`config.mk`:
```
export PLATFORM = sky130hd
export DESIGN_NAME = pe_feeder
export DESIGN_NICKNAME = d
export VERILOG_FILES = /design/src/rtl/pe_feeder.sv
export SDC_FILE = /design/constraint.sdc
export NUM_CORES = 1
export LEC_CHECK = 0
export ABC_AREA = 1
export BUFFER_PORTS_ARGS = -buffer_cell sky130_fd_sc_hd__buf_2
export CAP_MARGIN = 20
export CORE_ASPECT_RATIO = 2
export CORE_MARGIN = 3
export CORE_UTILIZATION = 54
export CTS_BUF_LIST = sky130_fd_sc_hd__clkbuf_2
export DETAILED_ROUTE_END_ITERATION = 12
export PLACE_DENSITY = 0.82
export SETUP_SLACK_MARGIN = 0.15
export SLEW_MARGIN = 20
export SYNTH_ARGS = -nofsm -noshare
export SYNTH_HDL_FRONTEND = slang
export SYNTH_SLANG_ARGS = --single-unit
```
`constraint.sdc`:
```
create_clock -name clk -period 2.2 [get_ports clk]
set_clock_uncertainty 0.05 [all_clocks]
set_input_delay 0.11 -clock clk [delete_from_list [all_inputs] [get_ports clk]]
set_output_delay 0.11 -clock clk [all_outputs]
set_load 0.01 [all_outputs]
```
`src/rtl/pe_feeder.sv`:
```
// pe_feeder: reads weight and ifmap words from a local buffer and pushes them into one PE,
// then waits for the PE to acknowledge the load by dropping Ready (or times out).
module pe_feeder #(
  parameter int DATA_W   = 32,
  parameter int ADDR_W   = 10,
  parameter int N_WEIGHT = 3,
  parameter int N_IFMAP  = 32,
  parameter int TIMEOUT  = 255
) (
  input  logic              clk,
  input  logic              rstn,
  input  logic              start,
  input  logic [ADDR_W-1:0] w_base,
  input  logic [ADDR_W-1:0] i_base,
  output logic              mem_rd,
  output logic [ADDR_W-1:0] mem_addr,
  input  logic [DATA_W-1:0] mem_rdata,
  output logic              pe_ena,
  output logic              pe_weight_wea,
  output logic              pe_ifmap_wea,
  output logic              pe_psum_wea,
  output logic [DATA_W-1:0] pe_value,
  input  logic              pe_ready,
  output logic              busy,
  output logic              done,
  output logic              err
);

  localparam int N_MAX  = (N_IFMAP > N_WEIGHT) ? N_IFMAP : N_WEIGHT;
  localparam int CNT_W  = $clog2(N_MAX) + 1;
  localparam int WAIT_W = $clog2(TIMEOUT + 1) + 1;

  localparam logic [CNT_W-1:0]  LAST_W   = CNT_W'(N_WEIGHT - 1);
  localparam logic [CNT_W-1:0]  LAST_I   = CNT_W'(N_IFMAP - 1);
  localparam logic [CNT_W-1:0]  DRAIN_LAST = CNT_W'(1);
  localparam logic [WAIT_W-1:0] WAIT_MAX = WAIT_W'(TIMEOUT);

  typedef enum logic [2:0] {
    S_IDLE, S_ENABLE, S_FEED_W, S_FEED_I, S_DRAIN, S_WAIT_ACK, S_DONE, S_ERR
  } state_t;

  state_t              state_reg, state_next;
  logic [CNT_W-1:0]    cnt_reg, cnt_next;
  logic [WAIT_W-1:0]   wait_reg, wait_next;
  logic [ADDR_W-1:0]   mem_addr_reg, mem_addr_next;
  logic [ADDR_W-1:0]   i_base_reg, i_base_next;
  logic                ack_reg, ack_next;
  logic                pe_ena_reg, pe_ena_next;
  logic                busy_reg, busy_next;
  logic                done_reg, done_next;
  logic                err_reg, err_next;
  logic                rd_issue;

  // Read pipeline: valid/tag follow each read by one cycle, push registers by two.
  logic                rd_vld_reg;
  logic                rd_tag_reg;
  logic                weight_wea_reg;
  logic                ifmap_wea_reg;
  logic [DATA_W-1:0]   value_reg;

  always_comb begin
    state_next    = state_reg;
    cnt_next      = cnt_reg;
    wait_next     = wait_reg;
    mem_addr_next = mem_addr_reg;
    i_base_next   = i_base_reg;
    ack_next      = ack_reg;
    pe_ena_next   = pe_ena_reg;
    busy_next     = busy_reg;
    done_next     = 1'b0;
    err_next      = 1'b0;
    rd_issue      = 1'b0;

    case (state_reg)
      S_IDLE: begin
        if (start) begin
          state_next    = S_ENABLE;
          busy_next     = 1'b1;
          // A PE still enabled from the previous load gets one low cycle to restart cleanly.
          pe_ena_next   = ~pe_ena_reg;
          mem_addr_next = w_base;
          i_base_next   = i_base;
          ack_next      = 1'b0;
          cnt_next      = '0;
        end
      end

      S_ENABLE: begin
        pe_ena_next = 1'b1;
        if (pe_ena_reg && pe_ready) begin
          state_next = S_FEED_W;
        end
      end

      S_FEED_W: begin
        if (pe_ready) begin
          rd_issue = 1'b1;
          if (cnt_reg == LAST_W) begin
            cnt_next      = '0;
            mem_addr_next = i_base_reg;
            state_next    = S_FEED_I;
          end else begin
            cnt_next      = cnt_reg + CNT_W'(1);
            mem_addr_next = mem_addr_reg + ADDR_W'(1);
          end
        end else begin
          ack_next = 1'b1;
        end
      end

      S_FEED_I: begin
        if (pe_ready) begin
          rd_issue      = 1'b1;
          mem_addr_next = mem_addr_reg + ADDR_W'(1);
          if (cnt_reg == LAST_I) begin
            cnt_next   = '0;
            state_next = S_DRAIN;
          end else begin
            cnt_next   = cnt_reg + CNT_W'(1);
          end
        end else begin
          ack_next = 1'b1;
        end
      end

      S_DRAIN: begin
        if (cnt_reg == DRAIN_LAST) begin
          cnt_next   = '0;
          wait_next  = '0;
          state_next = S_WAIT_ACK;
        end else begin
          cnt_next   = cnt_reg + CNT_W'(1);
        end
      end

      S_WAIT_ACK: begin
        if (!pe_ready || ack_reg) begin
          state_next = S_DONE;
          done_next  = 1'b1;
        end else if (wait_reg == WAIT_MAX) begin
          state_next  = S_ERR;
          err_next    = 1'b1;
          pe_ena_next = 1'b0;
        end else begin
          wait_next   = wait_reg + WAIT_W'(1);
        end
      end

      S_DONE: begin
        state_next = S_IDLE;
        busy_next  = 1'b0;
      end

      S_ERR: begin
        state_next = S_IDLE;
        busy_next  = 1'b0;
      end

      default: state_next = S_IDLE;
    endcase
  end

  always_ff @(posedge clk or negedge rstn) begin
    if (!rstn) begin
      state_reg      <= S_IDLE;
      cnt_reg        <= '0;
      wait_reg       <= '0;
      mem_addr_reg   <= '0;
      i_base_reg     <= '0;
      ack_reg        <= 1'b0;
      pe_ena_reg     <= 1'b0;
      busy_reg       <= 1'b0;
      done_reg       <= 1'b0;
      err_reg        <= 1'b0;
      rd_vld_reg     <= 1'b0;
      rd_tag_reg     <= 1'b0;
      weight_wea_reg <= 1'b0;
      ifmap_wea_reg  <= 1'b0;
      value_reg      <= '0;
    end else begin
      state_reg      <= state_next;
      cnt_reg        <= cnt_next;
      wait_reg       <= wait_next;
      mem_addr_reg   <= mem_addr_next;
      i_base_reg     <= i_base_next;
      ack_reg        <= ack_next;
      pe_ena_reg     <= pe_ena_next;
      busy_reg       <= busy_next;
      done_reg       <= done_next;
      err_reg        <= err_next;
      rd_vld_reg     <= rd_issue;
      rd_tag_reg     <= (state_reg == S_FEED_W);
      weight_wea_reg <= rd_vld_reg & rd_tag_reg;
      ifmap_wea_reg  <= rd_vld_reg & ~rd_tag_reg;
      if (rd_vld_reg) begin
        value_reg    <= mem_rdata;
      end
    end
  end

  // Read enable follows the live Ready so a stalled cycle never issues a read.
  assign mem_rd        = rd_issue;
  assign mem_addr      = mem_addr_reg;
  assign pe_ena        = pe_ena_reg;
  assign pe_weight_wea = weight_wea_reg;
  assign pe_ifmap_wea  = ifmap_wea_reg;
  assign pe_psum_wea   = 1'b0;
  assign pe_value      = value_reg;
  assign busy          = busy_reg;
  assign done          = done_reg;
  assign err           = err_reg;

endmodule

```
# Word-level counts from Yosys, hierarchy flattened
# Index checks and enable logic that the tools add are counted.
# Widths: inputs -> output; s select.
totals:
  reg_bits: 79
  in_bits: 56
op_classes:
  addsub: 3
  n_eq_ne: 23
  muxes: 42
  bitwise: 4
  reduce_logical: 20
op_table:
  columns: ["operator", "n"]
  rows:
  - ["$mux 10", 4]
  - ["$mux 6", 6]
  - ["$pmux 10 s3", 1]
  - ["$mux 3", 9]
  - ["$mux 9", 3]
  - ["$pmux 6 s4", 1]
  - ["$ne 2x2->1 const B", 11]
  - ["$pmux 3 s7", 1]
  - ["$pmux 9 s2", 1]
  - ["$reduce_and 4->1", 4]
  - ["$mux 1", 13]
  - ["$eq 3x3->1 const B", 4]
  - ["$add 10x1->10 const B", 1]
  - ["$add 9x1->9 const B", 1]
  - ["$eq 9x8->1 const B", 1]
  - ["$reduce_and 8->1", 1]
  - ["$add 6x1->6 const B", 1]
  - ["$eq 3x2->1 const B", 2]
  - ["$eq 6x1->1 const B", 1]
  - ["$eq 6x2->1 const B", 1]
  - ["$eq 6x5->1 const B", 1]
  - ["$reduce_bool 2->1", 3]
  - ["$reduce_bool 3->1", 2]
  - ["$pmux 1 s2", 2]
  - ["other kinds (13)", 17]

# Longest topological paths before layout
# Gate-level depths: netlist (run 1).
depth:
  depth_word: 4
  ltp_mapped: 13
  depth_no_buf: 13

# Worst setup path before layout (run 1)
# OpenSTA, ideal clock, no wires.
synth_timing:
  path_kind: "flip-flop to flip-flop"
  from: "reg wait_reg[0]"
  to: "reg state_reg[0]"
  setup_ps: 117
  arrival_time_ps: 1614
  required_time_ps: 2033
  path_slack_ps: 419
  path_stages_with_launch: 14
  n_path_buf: 0
  synth_period_minus_slack_ps: 1781
  path_cell_list: "dfrtp_1 > ha_1 > nand2_1 > nor2_1 > nand4_1 > nor2_1 > ha_1 > nor2_2 > nand2_2 > nand2_1 > nor2_2 > nand2_1 > nand2_1 > nand2_1"
synth_between:
  elab_chain_cells: 3
synth_lines:
  columns: ["element", "line_no", "source"]
  rows:
  - ["start: declaration", "44", "logic [WAIT_W-1:0] wait_reg, wait_next;"]
  - ["start signal: assignment", "183", "wait_reg <= wait_next;"]
  - ["$eq 9x8->1", "140", "end else if (wait_reg == WAIT_MAX) begin"]
  - ["$ne 3x3->1 (no line)", null, null]
  - ["$reduce_and 8->1 (no line)", null, null]
  - ["end signal: assignment", "181", "state_reg <= state_next;"]
  - ["end: declaration", "42", "state_t state_reg, state_next;"]
# No other way between the ends.
# A chain may end at the register's enable or synchronous reset.

# Final worst setup path (run 1)
layout_timing:
  from: "reg wait_reg[1]"
  to: "reg state_reg[1]"
# Same word-level chain as after synthesis.

==> results of run 1 <==
[worst max-delay path by stage]
| stage | from | to | slack [ns] |
|---|---|---|---|
| floorplan | wait_reg[0] | state_reg[0] | 0.42 |
| global placement | wait_reg[0] | state_reg[1] | 0.30 |
| detailed placement | wait_reg[0] | state_reg[1] | 0.18 |
| CTS | wait_reg[1] | state_reg[1] | 0.16 |
| global route | wait_reg[0] | state_reg[1] | 0.05 |
| finish | wait_reg[1] | state_reg[1] | 0.20 |
[routing by layer]
metal	vias to the layer above	wire length, µm
met5	-	0
met4	0	709
met3	69	645
met2	187	6350
met1	1898	3990
li1	1846	-
[critical path: stages, from the launching register on]
cell     delay, ns
dfrtp_1       0.42
ha_2          0.20
nand2_2       0.07
nor2_4        0.13
nand4_1       0.14
nor2_1        0.16
ha_2          0.22
nor2_4        0.05
nand2_4       0.09
nand2_4       0.06
nor2_4        0.15
nand2_2       0.07
nand2_1       0.06
nand2_1       0.06
[cells by family (layout without fill, tap and decap cells)]
family	count (synthesis)	after routing	share of synthesized area
fa+ha+maj	6	6	0.0192
compound gates	38	38	0.0549
other cells	1	2	0.000957
flops	79	79	0.504
xor+xnor	10	10	0.0224
simple gates	281	281	0.311
buf+inv	66	236	0.0671
mux	7	7	0.0201
[where the power goes]
group	total (µW)	internal, µW	switching [µW]
Clock	776	271	505
Combinational	3150	1170	1980
Sequential	2470	2030	440
Total	6390	3470	2920
[area by class of cell]
class,instances,area share
timing repair buffer,165,0.212
clock inverter,4,0.00879
inverter,55,0.0401
sequential,79,0.375
tap,90,0.0214
multi-input combinational,343,0.330
antenna,1,0.000475
clock buffer,12,0.0114
[cell usage in the layout, fill, tap and decap left out, types with 9 or more instances in the layout]
master         netlist  final
buf_2                1    103
o21ai_0             15     15
dlygate4sd3_1        0     55
inv_1               47     47
dfrtp_1             79     79
clkbuf_2             0     12
nand2_1            189    184
a21oi_1              9      9
nand3_1             26     26
nor2_1              34     32
[per-stage QoR]
stage / setup WS, ns / total power [µW]
floorplan: 0.419 / 4360
global placement: 0.304 / 5180
detailed placement: 0.183 / 5310
CTS: 0.162 / 6160
global route: 0.0524 / 6840
finish: 0.200 / 6390
[what timing repair did]
| item | CTS | global route |
|---|---|---|
| hold endpoints to repair | 135 | 0 |
| pin swaps | 0 | 11 |
| gates resized for setup | 0 | 17 |
| setup endpoints to repair | 1 | 13 |
| buffers inserted | 1 | 3 |
| hold buffers | 55 | 0 |
==> impl_metrics.json, run 1 <==
{
  "status": "completed",
  "post-route-drc-count": 0,
  "synth.most_common_cell": "nand2_1",
  "synth.cell_area_mm2": 0.00392,
  "antenna_left": 0,
  "die_width_um": 66.2,
  "first_pass_iters": 7,
  "ys_top_cells_by_count": "nand2_1, dfrtp_1, inv_1",
  "p_leak_uw": 0.00284,
  "crit_type": "reg2reg",
  "cts_tree": "yes",
  "hold_viol": 0,
  "critPathArrivalTime_ns": 2.43,
  "slew-limit-headroom": 0.347,
  "synth_cell_types": 35,
  "initial_core_util": 0.560,
  "min_period_over_period": 0.909,
  "synth_top_area_frac": 0.504,
  "syn-num-nets": 550,
  "design_area_mm2": 0.00527,
  "met1_usage": 0.275,
  "largest_reg_flops": 32,
  "vias": 4000,
  "finalSetupViolations": 0,
  "wl_per_cell_um": 15.6,
  "hpwl_um": 7080,
  "start_kind": "flop",
  "avgSynthCellArea_um2": 8.03,
  "cts.sinks": 79,
  "grt_setup_unrepaired": "true",
  "ys.flop_type": "dfrtp_1",
  "cts-htree-levels": 3,
  "ys_seq_area_frac": 0.504,
  "wl_um": 11700,
  "gp_congestion": 0.906,
  "grt_pass1_vias": 4096,
  "async_flop_share": 1.00,
  "drive_above_1_share": 0.261,
  "drt-initial-drc-count": 359,
  "portBuffers": 104,
  "fin_tns_setup_ns": 0,
  "dpl-instance-area_mm2": 0.00452,
  "rrSetupSlack_ns": 0.20,
  "yosysTopAreaCell": "dfrtp_1",
  "vdd_drop_max_uv": 719,
  "antenna_found_initial": 0,
  "grt_max_degree": 80,
  "path_max_fanout": 4,
  "area_growth_pct": 34.5,
  "powerDensity_mw_per_mm2": 1210,
  "clockBufferDepth": 2,
  "end_kind": "flop",
  "seq_area_mm2": 0.00198,
  "final_util": 0.753,
  "grt_use_met2": 0.504,
  "syn_inst": 488,
  "timing.hold.ws_ns": 0.147,
  "synth_edf_count": 0,
  "ys_top_cells_by_area": "dfrtp_1, nand2_1, inv_1",
  "die-area_mm2": 0.00838,
  "cts_buffers": 9,
  "overflow": 0,
  "fin_crit_ns": 2.00,
  "grt_first_pass_wirelength_um": 18300,
  "root_buffer": "clkbuf_2",
  "grtUsageTotal": 0.286,
  "worst_hold_path_type": "in2async",
  "drv_cap": 0,
  "viasPerCell": 5.34,
  "fmax_mhz": 500,
  "placementRows": 43,
  "multi_input_area_mm2": 0.00174,
  "finalNetCount": 715,
  "core-area_mm2": 0.00699,
  "busiest_layer": "met2",
  "ios": 106,
  "fill_cells": 465,
  "r2r_end": "state_reg[1]",
  "clk_pin_slew_worst_paths_ns": 0.21,
  "ys_warn_count": 0,
  "required_ns": 2.63,
  "reg2reg_depth": 13,
  "ys_ff_latch": 79,
  "clock_latency_ns": 0.57,
  "grt_use_met3": 0.0735,
  "maxSlewViolCount": 0,
  "placed_cells": 673,
  "worst_pin_slew_ns": 0.980,
  "die_h_um": 126,
  "regToRegStartpoint": "wait_reg[1]",
  "final_cells": 749
}
No activity file was read; power rests on OpenSTA's default activity.
==> run 2, diff against run 1 <==
==> constraint.sdc (replaced) <==
create_clock -name clk -period 2.01 [get_ports clk]
set_clock_uncertainty 0.05 [all_clocks]
set_input_delay 0.1005 -clock clk [delete_from_list [all_inputs] [get_ports clk]]
set_output_delay 0.1005 -clock clk [all_outputs]
set_load 0.01 [all_outputs]
==> impl_metrics.json, run 2 (synthesized netlist as in run 1, its figures left out) <==
{
  "worst_hold_path_type": "in2reg",
  "post-route-drc-count": 0,
  "cpMaxStageDelayCell": "dfrtp_1",
  "setup_ws_ns": 0.0385,
  "fill_cells": 435,
  "root_buffer": "clkbuf_2",
  "core-area_mm2": 0.00699,
  "first_pass_iters": 7,
  "clock_latency_ns": 0.59,
  "hpwl_um": 7120,
  "finalSetupViolations": 0,
  "portBuffers": 104,
  "placementRows": 43,
  "largest_reg_flops": 32,
  "dpl_worst_slack_ns": 0.0999,
  "wl_um": 12500,
  "grtUsageTotal": 0.305,
  "overflow": 0,
  "critPathBufInv": 0,
  "layout_common_cells": "nand2_1, buf_2, dfrtp_1",
  "hold_viol": 0,
  "cts.sinks": 79,
  "grt_first_pass_wirelength_um": 19400,
  "die_width_um": 66.2,
  "wl_met2_um": 6790,
  "grt_pass1_vias": 4243,
  "viasPerCell": 5.41,
  "powerDensity_mw_per_mm2": 1330,
  "drt-initial-drc-count": 313,
  "required_ns": 2.46,
  "clk_pin_slew_worst_paths_ns": 0.24,
  "grt_max_degree": 45,
  "met1_length_um": 4220,
  "clockBufferDepth": 2,
  "n_antenna_cell": 0,
  "dr_wl_met3_um": 746,
  "crit_chain": "ha_2 -> nand2_2 -> nor2_4 -> nand4_1 -> nor2_1 -> ha_2 -> nor2_4 -> nand2_4 -> nand2_4 -> nor2_4 -> nand2_2 -> nand2_2 -> nand2_1",
  "finalNetCount": 727,
  "cts_buffers": 9,
  "end_kind": "flop",
  "grt_setup_unrepaired": "true",
  "crit_path_max_incr_delay_ns": 0.43,
  "top_layer": "met4",
  "final_common_cell": "nand2_1",
  "gp_congestion": 0.868,
  "vdd_drop_max_uv": 853,
  "p_leak_uw": 0.00291,
  "fmax_mhz": 507,
  "ios": 106,
  "power_uw": 7200,
  "start_kind": "flop",
  "timing.hold.ws_ns": 0.186,
  "drive_above_1_share": 0.288,
  "die-area_mm2": 0.00838,
  "fin_crit_ns": 1.97,
  "status": "completed",
  "cts_tree": "yes",
  "maxSlewViolCount": 0,
  "initial_core_util": 0.560,
  "antenna_found_initial": 0,
  "final_cells": 760,
  "min_period_over_period": 0.981,
  "cts-htree-levels": 3,
  "vias": 4111,
  "wl_per_cell_um": 16.4,
  "antenna_left": 0,
  "rrSetupSlack_ns": 0.04,
  "seq_area_mm2": 0.00198,
  "critPathArrivalTime_ns": 2.43,
  "cpLargestDelayFamily": "simple AND/OR/NAND/NOR gates",
  "die_h_um": 126,
  "drv_cap": 0,
  "area_growth_pct": 38.6,
  "fin_tns_setup_ns": 0,
  "placed_cells": 677,
  "multi_input_area_mm2": 0.00177,
  "crit_type": "reg2reg",
  "path_max_fanout": 4
}
## run 2: cell types whose count changed in the layout (fill, tap and decap cells not counted), sizes merged
cell	change
clkbuf	-2
buf	+11
dlygate4sd3	+1
diode	-1
clkinv	+2
## run 2: repair_timing
action,CTS,global route
gates resized for setup,3,27
hold buffers,57,0
pin swaps,0,12
setup endpoints to repair,12,19
hold endpoints to repair,140,0
setup buffers,7,3
## run 2: layer usage
metal  global-route usage  vias to the layer above
met2                0.531                      216
met5                    0                        -
met4                0.216                        0
li1                     -                     1867
met1                0.304                     1958
met3               0.0709                       70
## run 2: final timing paths
kind,endpoint,cells past startpoint,start
setup / recovery,state_reg[0],13,wait_reg[1]
hold reg to reg,pe_ifmap_wea,1,rd_tag_reg
setup reg to reg,state_reg[0],13,wait_reg[1]
hold / removal,pe_value[9],4,mem_rdata[9]
min in group asynchronous,cnt_reg[3],4,rstn
max in group asynchronous,mem_addr[1],4,rstn
## run 2: where the power goes
part | internal [µW] | switching, µW | leakage [µW]
sequential | 2220 | 485 | 0.000985
combinational | 1370 | 2230 | 0.00185
clock | 287 | 598 | 0.0000717
total | 3890 | 3320 | 0.00291
## run 2: through the flow
| stage | utilization | cell area (µm²) |
|---|---|---|
| after global routing | 0.776 | 5430 |
| after CTS | 0.759 | 5310 |
| after floorplan | - | 3920 |
| after detailed placement | 0.652 | 4560 |
| after global placement | 0.652 | 4560 |
| final | 0.776 | 5430 |
## run 2: cell type report
type	instances	share of cell area
inverter	55	0.0394
timing repair buffer	177	0.228
multi-input combinational	343	0.326
clock buffer	10	0.00922
sequential	79	0.365
clock inverter	6	0.0113
tap	90	0.0207
## run 2: tightest hold or removal path, cell delays in order
cell and delay [ns]:
dlygate4sd3_1 0.52, buf_2 0.10, nand2_1 0.04, nand2_1 0.06
==> run 3, diff against run 2 <==
--- a/config.mk
+++ b/config.mk
@@ -10,10 +10,10 @@
 export CAP_MARGIN = 20
 export CORE_ASPECT_RATIO = 2
 export CORE_MARGIN = 3
-export CORE_UTILIZATION = 54
+export CORE_UTILIZATION = 55
 export CTS_BUF_LIST = sky130_fd_sc_hd__clkbuf_2
 export DETAILED_ROUTE_END_ITERATION = 12
-export PLACE_DENSITY = 0.82
+export PLACE_DENSITY = 0.83
 export SETUP_SLACK_MARGIN = 0.15
 export SLEW_MARGIN = 20
 export SYNTH_ARGS = -nofsm -noshare
==> constraint.sdc (replaced) <==
create_clock -name clk -period 2.51 [get_ports clk]
set_clock_uncertainty 0.05 [all_clocks]
set_input_delay 0.1255 -clock clk [delete_from_list [all_inputs] [get_ports clk]]
set_output_delay 0.1255 -clock clk [all_outputs]
set_load 0.01 [all_outputs]
==> impl_metrics.json, run 3 (synthesized netlist as in run 1, its figures left out) <==
{
  "cts-htree-levels": 3,
  "path_max_fanout": 4,
  "wl_per_cell_um": 16.2,
  "switching_power_uw": 2560,
  "p_sw_frac": 0.460,
  "core-area_mm2": 0.00678,
  "initial_core_util": 0.578,
  "layout_common_cells": "nand2_1, buf_2, dfrtp_1",
  "clockBufferDepth": 2,
  "grt_first_pass_wirelength_um": 19300,
  "n_antenna_cell": 0,
  "status": "completed",
  "r2r_end": "state_reg[1]",
  "maxSlewViolCount": 0,
  "grtUsageTotal": 0.305,
  "antenna_found_initial": 0,
  "post-route-drc-count": 0,
  "area_growth_pct": 32.6,
  "cpLargestDelayFamily": "simple AND/OR/NAND/NOR gates",
  "worst_hold_path_type": "in2async",
  "fin_crit_ns": 2.07,
  "gp_congestion": 0.869,
  "largest_reg_flops": 32,
  "clock_latency_ns": 0.58,
  "antenna_left": 0,
  "fin_tns_setup_ns": 0,
  "design_area_mm2": 0.00519,
  "end_kind": "flop",
  "placed_cells": 670,
  "p_leak_uw": 0.00280,
  "grt_pass1_vias": 4125,
  "viasPerCell": 5.31,
  "cpMaxStageDelayCell": "dfrtp_1",
  "overflow": 0,
  "critPathBufInv": 0,
  "ios": 106,
  "cts_buffers": 9,
  "hold_viol": 0,
  "combPwrFrac": 0.487,
  "dpl-instance-area_mm2": 0.00451,
  "regToRegStartpoint": "wait_reg[0]",
  "wl_um": 12000,
  "startpoint": "wait_reg[0]",
  "die_h_um": 125,
  "rrSetupSlack_ns": 0.44,
  "powerDensity_mw_per_mm2": 1070,
  "cts_tree": "yes",
  "crit_chain": "ha_1 -> nand2_1 -> nor2_1 -> nand4_1 -> nor2_1 -> ha_1 -> nor2_2 -> nand2_2 -> nand2_1 -> nor2_2 -> nand2_1 -> nand2_1 -> nand2_1",
  "fmax_mhz": 483,
  "grt_setup_unrepaired": "false",
  "first_pass_iters": 4,
  "p_seq_frac": 0.389,
  "critPathArrivalTime_ns": 2.50,
  "vdd_drop_max_uv": 799,
  "slew-limit-headroom": 0.346,
  "start_kind": "flop",
  "finalNetCount": 713,
  "finalSetupViolations": 0,
  "hpwl_um": 7030,
  "portBuffers": 104,
  "root_buffer": "clkbuf_2",
  "final_common_cell": "nand2_1",
  "drt-initial-drc-count": 319,
  "fill_cells": 428,
  "cts.repair.resized": 0,
  "grt_max_degree": 80,
  "final_cells": 744,
  "crit_path_max_incr_delay_ns": 0.42,
  "setup_ws_ns": 0.438,
  "crit_type": "reg2reg",
  "clk_pin_slew_worst_paths_ns": 0.21,
  "crit_path_frequent_cell": "nand2_1",
  "cts.sinks": 79,
  "die-area_mm2": 0.00823,
  "vias": 3952,
  "drv_cap": 0,
  "worst_pin_slew_ns": 0.981,
  "min_period_over_period": 0.825,
  "drive_above_1_share": 0.241,
  "placementRows": 42,
  "power_frac_clock": 0.124,
  "intPower_uw": 3010,
  "die_width_um": 65.7,
  "reg2reg_depth": 13,
  "required_ns": 2.94,
  "dpl_worst_slack_ns": 0.515
}
## run 3: changes by cell type in the layout (fill, tap and decap cells not counted), moves of 4 or more
cell,previous run,this run
nand2_2,10,6
nand2_1,182,189
nor2_4,9,5
buf_4,15,2
## run 3: stage by stage
stage	hold slack, ns	util	power, µW
final	0.163	0.766	5570
after CTS	0.201	0.766	5420
after global routing	0.230	0.766	5950
after global placement	0.277	0.665	4540
after detailed placement	0.284	0.665	4660
after floorplan	-0.220	-	3820
## run 3: cell type report
class	instances	area [µm²]	share of cell area
clock buffer	9	45.0	0.00867
clock inverter	7	63.8	0.0123
sequential	79	1980	0.381
multi-input combinational	343	1680	0.323
tap	88	110	0.0212
inverter	55	209	0.0402
timing repair buffer	163	1110	0.214
## run 3: how the worst max path moves through the flow
stage	end	slack (ns)	depth (start not counted)
6_report	state_reg[1]	0.44	13
5_1_grt	state_reg[1]	0.26	13
4_1_cts	state_reg[1]	0.47	13
3_5_place_dp	state_reg[1]	0.51	13
3_3_place_gp	state_reg[0]	0.57	13
2_1_floorplan	state_reg[0]	0.73	13
## run 3: power by group through the flow
stage	clock, µW	sequential, µW	combinational, µW
floorplan	0	2270	1550
global placement	0	2120	2410
detailed placement	0	2150	2510
CTS	681	2120	2630
global route	745	2200	3000
finish	688	2170	2710
## run 3: repair_timing
action	4_1_cts	5_1_grt
hold buffers	58	0
buffers inserted	0	0
hold endpoints to repair	134	0
## run 3: layer usage
| layer | track usage | routed length (µm) | vias up | part of all wire |
|---|---|---|---|---|
| li1 | - | - | 1836 | - |
| met1 | 0.300 | 4180 | 1878 | 0.35 |
| met2 | 0.553 | 6550 | 189 | 0.54 |
| met3 | 0.0664 | 715 | 49 | 0.059 |
| met4 | 0.183 | 588 | 0 | 0.049 |
| met5 | 0 | 0 | - | 0 |
